<file path="src/rtl/ld_pkg.sv">
// Shared types and sizing for the sequential long divider (long_div_seq).
// Holds the FSM state encoding, default widths and, with
// LONG_DIV_SKIP_LZ_EN defined, the significant-bit counter used at accept.
package ld_pkg;

    typedef enum logic {
        LD_IDLE = 1'b0,
        LD_RUN  = 1'b1
    } ld_state_t;

    localparam int LD_W  = 32;
    localparam int LD_LW = 8;
    localparam int LD_CW = $clog2(LD_W + 2**LD_LW);

`ifdef LONG_DIV_SKIP_LZ_EN
    // Widest operand the significant-bit counter accepts.
    localparam int LD_MAXW = 64;

    // Number of significant bits (index of MSB set, plus one); 0 for x==0.
    function automatic int unsigned ld_sig_bits(
        input logic [LD_MAXW-1:0] x
    );
        int unsigned n;
        n = 0;
        for (int i = 0; i < LD_MAXW; i++) begin
            if (x[i]) n = i + 1;
        end
        return n;
    endfunction
`endif

endpackage

</file>
<file path="src/rtl/ld_csub.sv">
// Combinational compare-and-conditional-subtract step of restoring division.
// Ports: rem (W) running remainder, dbit next dividend bit, mod (W) divisor,
//        rem_next (W) = {rem,dbit} reduced once by mod.
module ld_csub #(
    parameter int W = 32
) (
    input  logic [W-1:0] rem,
    input  logic         dbit,
    input  logic [W-1:0] mod,
    output logic [W-1:0] rem_next
);

    logic [W:0] t;
    logic [W:0] m;
    logic [W:0] d;

    assign t = {rem, dbit};
    assign m = {1'b0, mod};
    assign d = t - m;

    // rem < mod keeps the reduced value inside W bits.
    assign rem_next = (t >= m) ? d[W-1:0] : t[W-1:0];

endmodule

</file>
<file path="src/rtl/long_div_seq.sv">
// Sequential long divider: ld_out = (num_in * 2^len) mod modulus, one bit/clock.
// Ports: clk, rstn (async low), md_start/md_busy/md_end handshake, len, num_in,
//        modulus, ld_out result, md_err (modulus was 0). Option: LONG_DIV_SKIP_LZ_EN.
module long_div_seq
    import ld_pkg::*;
#(
    parameter int W  = LD_W,
    parameter int LW = LD_LW
) (
    input  logic          clk,
    input  logic          rstn,
    input  logic          md_start,
    input  logic [LW-1:0] len,
    input  logic [W-1:0]  num_in,
    input  logic [W-1:0]  modulus,
    output logic          md_busy,
    output logic          md_end,
    output logic [W-1:0]  ld_out,
    output logic          md_err
);

    localparam int CW = $clog2(W + 2**LW);

    ld_state_t     state;
    logic [W-1:0]  sh;
    logic [W-1:0]  rem;
    logic [W-1:0]  mod_q;
    logic [CW-1:0] cnt;
    logic [W-1:0]  rem_nx;
    logic [W-1:0]  sh_init;
    logic [CW-1:0] cnt_init;

    // The shift register drains to zero after num_in's bits, so its MSB
    // naturally supplies the trailing len zero bits.
    ld_csub #(.W(W)) u_csub (
        .rem      (rem),
        .dbit     (sh[W-1]),
        .mod      (mod_q),
        .rem_next (rem_nx)
    );

`ifdef LONG_DIV_SKIP_LZ_EN
    int unsigned sig;

    always_comb begin
        sig      = ld_sig_bits(LD_MAXW'(num_in));
        sh_init  = num_in << (W - int'(sig));
        cnt_init = CW'(sig) + CW'(len);
        if (cnt_init == '0) cnt_init = CW'(1);
    end
`else
    always_comb begin
        sh_init  = num_in;
        cnt_init = CW'(W) + CW'(len);
    end
`endif

    always_ff @(posedge clk or negedge rstn) begin
        if (!rstn) begin
            state   <= LD_IDLE;
            sh      <= '0;
            rem     <= '0;
            mod_q   <= '0;
            cnt     <= '0;
            md_busy <= 1'b0;
            md_end  <= 1'b0;
            md_err  <= 1'b0;
            ld_out  <= '0;
        end else begin
            md_end <= 1'b0;
            unique case (state)
                LD_IDLE: begin
                    if (md_start) begin
                        sh      <= sh_init;
                        mod_q   <= modulus;
                        rem     <= '0;
                        cnt     <= cnt_init;
                        md_err  <= 1'b0;
                        md_busy <= 1'b1;
                        state   <= LD_RUN;
                    end
                end
                LD_RUN: begin
                    if (mod_q == '0) begin
                        md_err  <= 1'b1;
                        ld_out  <= '0;
                        md_end  <= 1'b1;
                        md_busy <= 1'b0;
                        state   <= LD_IDLE;
                    end else begin
                        rem <= rem_nx;
                        sh  <= sh << 1;
                        cnt <= cnt - CW'(1);
                        if (cnt == CW'(1)) begin
                            ld_out  <= rem_nx;
                            md_end  <= 1'b1;
                            md_busy <= 1'b0;
                            state   <= LD_IDLE;
                        end
                    end
                end
                default: state <= LD_IDLE;
            endcase
        end
    end

endmodule

</file>
<file path="config.mk">
export PLATFORM = sky130hd
export DESIGN_NAME = long_div_seq
export DESIGN_NICKNAME = d
export VERILOG_FILES = /design/src/rtl/ld_pkg.sv /design/src/rtl/ld_csub.sv /design/src/rtl/long_div_seq.sv
export SDC_FILE = /design/constraint.sdc
export NUM_CORES = 1
export LEC_CHECK = 0
export ABC_AREA = 0
export CELL_PAD_IN_SITES_DETAIL_PLACEMENT = 1
export CELL_PAD_IN_SITES_GLOBAL_PLACEMENT = 2
export CORE_UTILIZATION = 37
export CTS_BUF_LIST = sky130_fd_sc_hd__clkbuf_8
export DETAILED_ROUTE_END_ITERATION = 10
export GPL_TIMING_DRIVEN = 0
export PLACE_DENSITY = 0.88
export SETUP_SLACK_MARGIN = 0.02
export SKIP_CTS_REPAIR_TIMING = 1
export SLEW_MARGIN = 10
export SYNTH_ARGS = -nofsm -noshare
export SYNTH_HDL_FRONTEND = slang
export SYNTH_SLANG_ARGS = --single-unit
</file>
<file path="constraint.sdc">
create_clock -name clk -period 7.24 [get_ports clk]
set_input_delay 0.724 -clock clk [delete_from_list [all_inputs] [get_ports clk]]
set_output_delay 0.724 -clock clk [all_outputs]
set_load 0.005 [all_outputs]
</file>
# After elaboration in Yosys (flattened, before gate mapping)
# Cells that the tools add are included.
[totals]
reg_bits = 141
inputBits = 75
out_inout_bits = 35
elab_cells = 52
[op_classes]
n_addsub = 3
magnitude_cmp = 1
eq_ne = 5
n_mux = 26
bitwise = 1
reduce_logical = 7
[ops]
columns = ["op", "n"]
rows = [
  ["$mux 32", 7],
  ["$pmux 32 s2", 2],
  ["$ge 33x32->1", 1],
  ["$logic_not 32->1", 1],
  ["$sub 32x32->32", 1],
  ["$mux 9", 2],
  ["$pmux 9 s2", 1],
  ["$mux 1", 11],
  ["$reduce_and 2->1", 5],
  ["$add 6x8->9 const A", 1],
  ["$eq 9x1->1 const B", 1],
  ["$sub 9x1->9 const B", 1],
  ["$pmux 1 s2", 3],
  ["$ne 2x2->1 const B", 2],
  ["$ne 3x1->1 const B", 1],
  ["$ne 2x1->1 const B", 1],
  ["$reduce_bool 2->1", 1],
  ["$not 1->1", 1],
]

# Logic depth before layout (Yosys ltp)
[depth]
ltp_word = 4
depth_mapped = 14
ltp_nobuf = 13

# Cells and area by module
# Synthesis repeated with hierarchy kept, for this count alone.
[hier_totals]
hier_cells = 982
hier_area_um2 = 8645.8
[by_module_without_submodules]
columns = ["mod", "n_inst", "cells_per_inst", "area_each_um2", "seq_area_each_um2"]
rows = [
  ["long_div_seq", 1, 637, 6446.2, 3528.4],
  ["ld_csub", 1, 345, 2199.6, 0.0],
]

# Worst setup path after synthesis
# No wires, ideal clock.
[synth_timing]
path_type = "register to register"
startpoint = "reg rem[0]"
endpoint = "reg ld_out[12]"
setup_time_ns = 0.133
arrival_time_ns = 2.486
t_required_ns = 7.107
slack_ns = 4.621
stages_incl_launch_ff = 12
path_buffers = 2
period_less_slack_ns = 2.619
path_cell_list = "dfrtp_1 -> ha_1 -> nor2b_1 -> o2111ai_1 -> a21oi_1 -> or3_4 -> a31oi_4 -> o211ai_2 -> buf_6 -> buf_6 -> mux2i_1 -> o21ai_0"
[synth_between]
elab_chain_len = 4
word_cells_on_any_way = 5
cone_classes = "add/sub (1); order compare (1); mux (3)"
[synth_rtl]
columns = ["item", "line_no", "rtl"]
rows = [
  ["start, declared", "long_div_seq.sv:26", "logic [W-1:0] rem;"],
  ["start signal, assigned", "long_div_seq.sv:91", "rem <= rem_nx;"],
  ["$sub 32x32->32 / $ge 33x32->1 (equally long branches)", "ld_csub.sv:19, ld_csub.sv:22", ""],
  ["$mux 32 (*)", "ld_csub.sv:22", "assign rem_next = (t >= m) ? d[W-1:0] : t[W-1:0];"],
  ["$mux 32 (*)", "long_div_seq.sv:94", "if (cnt == CW'(1)) begin"],
  ["$mux 32 (*)", "long_div_seq.sv:84", "if (mod_q == '0) begin"],
  ["end signal, assigned", "long_div_seq.sv:95", "ld_out <= rem_nx;"],
  ["end, declared", "long_div_seq.sv:18", "output logic [W-1:0] ld_out,"],
]
# Every way passes the cells marked *; elsewhere a longest branch is shown, timed or not. The select of a mux whose other input is x is not followed.
# A chain may end at the register's enable or synchronous reset.

# Worst setup path in the final report
[layout_timing]
startpoint = "reg mod_q[27]"
endpoint = "reg sh[4]"
[layout_between]
elab_chain_len = 3
[layout_rtl]
columns = ["item", "line_no", "rtl"]
rows = [
  ["start, declared", "long_div_seq.sv:27", "logic [W-1:0] mod_q;"],
  ["start signal, assigned", "long_div_seq.sv:75", "mod_q <= modulus;"],
  ["$logic_not 32->1", "long_div_seq.sv:84", ""],
  ["$ne 2x2->1 (no source line)", "n/a", ""],
  ["$reduce_and 2->1 (no source line)", "n/a", ""],
  ["end signal, assigned", "long_div_seq.sv:74", "sh <= sh_init;"],
  ["end signal, assigned", "long_div_seq.sv:92", "sh <= sh << 1;"],
  ["end, declared", "long_div_seq.sv:25", "logic [W-1:0] sh;"],
]
# Every way passes these cells.

==> reports/qor.txt <==
WL/cell = 18.2 um
Mapped Nets = 1003
I/O Pins = 110
Max Slew Vio Count = 0
Num CTS Buffers = 17
Max frequency = 307 MHz
Initial DRC count = 207
GRT Overall Usage = 22.8%
YS warnings = 0
Yosys cell types = 55
First-pass GRT wire length = 38600 um
Flops & latches, synth = 141
Post-synth EDFFs = 0
Num Clock Sinks = 141
Simple-gate share of the synthesized area = 15.7%
Slew @ Worst Pin = 0.804 ns
PortBufs = 108
Post-synthesis compound-gate area fraction = 18.2%
CP Capture Type = flop
# diodes = 0
Most common cell after layout, fill and taps aside = dfrtp_1
Max FO, Critical Path = 10
Area growth, synth to finish = 23.4%
Die ar. = 22000 sq um
R2R Setup Slk = 3.99 ns
Commonest non-fill, non-tap cells in the layout = dfrtp_1, nand2_1, clkdlybuf4s50_1, o21ai_0, a21oi_1
Drc violations = 0
RSZ-0062 raised after global routing = false
Die Y = 148 um
Period utilization = 44.9%
Initial antenna violation count = 0
Skew final = 0.0153 ns
Post-DRT Antenna Nets = 0
WP data arrival = 3.64 ns
Critical Path End = sh[4]
R2r endpoint = sh[4]
Hold_ws = 0.179 ns
Worst VDD drop = 0.000174 V
Final wirelength = 23800 um
Minimum clock period = 3.25 ns
Final net count = 1131
Reg-to-Reg Start = mod_q[27]
Die width = 148 um
FFs w/ async S/R, synth = 100%
Setup_tns = 0 ns
Depth of the most critical reg-to-reg path = 7
Largest family of logic cells by synthesized area = compound AO/OA/AOI/OAI gates
Share of cells above drive strength 1 = 4.94%
Total grt overflow = 0
Clock Tree Buf Depth = 2
Mux contribution to synthesized area = 6.71%
Post-Synth Adder-Cell Area = 5.79%
Worst skew pair latency = 0.46 ns
Main synth FF type = dfrtp_1
Seq/Total Area, Yosys = 44.6%
Syn Inst Count = 892
CTS H-Tree Depth = 4
Worst-path clk slew = 0.09 ns
Met3 routed WL = 1280 um
GPL Wtd Cong = 0.873
Root buffer cell = clkbuf_8
Final Hold Viols = 0
Critical Path RT = 7.62 ns
CTS tree = done
Leakage = 4.34 nW
Std-Cell Rows = 53
Startpoint types = flop
Drt pass-1 iters = 4
Crit path kind = reg2reg
Initial core utilization = 37.7%
Post-Syn Area = 7910 sq um
Status = finished clean
Top layer in use = met4
Vias/cell = 5.28
PwrDens = 562 nW/um^2
Worst hold path class = in2async
Vias = 6911
Vias in the first global route = 7335
Max-slew headroom = 45.9%
Metal-1 WL = 10900 um
Total core area = 21000 sq um
Final setup vio count = 0
Worst setup startpoint = mod_q[27]
Metal2 WL = 11300 um
Largest net degree at the start of global routing = 86
Post-Syn Area per Cell = 8.86 sq um
Max-capacitance violation count = 0
HPWL Detailed = 18300 um
Synth Area in XOR/XNOR = 3.88%
[routing by layer]
layer	vias up	global-route usage, %
li1	3367	-
met1	3368	28.8
met2	145	37.7
met3	31	5.86
met4	0	7.42
met5	-	0
[metrics by stage]
| step | setup slack, ns | utilization (%) | std cells | instance area (sq um) | power [mW] |
|---|---|---|---|---|---|
| after floorplan | 4.62 | - | 892 | 7910 | 3.84 |
| after global placement | -0.570 | 44.5 | 1275 | 9330 | 4.75 |
| after detailed placement | 3.99 | 44.7 | 1276 | 9360 | 4.84 |
| after CTS | 3.97 | 46.5 | 1308 | 9750 | 5.52 |
| after global routing | 3.77 | 46.5 | 1308 | 9750 | 5.99 |
| final | 3.99 | 46.5 | 1308 | 9750 | 5.48 |
[cell families after synthesis]
| family | Yosys count |
|---|---|
| simple gates | 272 |
| compound gates | 257 |
| xor+xnor | 35 |
| fa+ha+maj | 36 |
| buf+inv | 98 |
| mux | 53 |
| flops | 141 |
[how the worst min path moves through the flow]
stage,from,end,cells past startpoint
global placement,ld_out[12],ld_out[12],2
floorplan,rstn,cnt[0],0
finish,rstn,mod_q[10],1
detailed placement,ld_out[12],ld_out[12],2
global route,rstn,mod_q[13],1
CTS,rstn,rem[11],1
[Yosys cell counts (all sizes together) (2+ instances only)]
library cell    n  area share (%)
a211oi          3            0.35
a21boi          2            0.19
a21o            9            0.85
a21oi          72             4.6
a31oi           5            0.59
and2            3            0.25
buf            13             1.1
clkbuf         40             1.9
dfrtp         141              45
ha             35             5.5
inv            45             2.1
mux2i          53             6.7
nand2         116             5.5
nand2b          5            0.40
nand3          39             2.5
nand4          12            0.95
nor2           52             2.5
nor2b           7            0.55
nor3           13            0.82
nor4           12            0.95
o211ai          4            0.44
o21a            4            0.38
o21ai         140             8.9
o21bai          6            0.57
o221ai          2            0.22
o2bb2ai         2            0.22
o31ai           2            0.19
or3             6            0.55
xnor2          16             1.8
xor2           19             2.1
[area by class of cell]
cell class                      count  area, sq um
Buffer                             53          235
Timing Repair Buffer              109         1110
Inverter                           45          169
Tap cell                          275          344
Sequential cell                   141         3530
Clock buffer                       18          248
Multi-Input combinational cell    653         3970
Fill cell                        2508        11200
Clock inverter                     14          143
[sequential cells by signal, summed over array words and instances (netlist names)]
name and cells:
state 1, ld_out 32, md_err 1, rem 32, mod_q 32, md_end 1
md_busy 1, cnt 9, sh 32
[worst max-delay path: stages (launching register included)]
cell,delay (ns)
dfrtp_1,0.38
nor4_1,0.53
nand4_1,0.39
o21ai_1,0.72
nand2_1,0.33
clkbuf_1,0.31
clkbuf_1,0.30
a21oi_1,0.22
[power by group]
part,leakage (nW),switching (mW),internal [mW]
Sequential,1.73,0.249,1.16
Clock,0.201,0.333,0.315
Combinational,2.41,2.04,1.38
Total,4.34,2.62,2.86
Power figures use the tool's default switching activity.
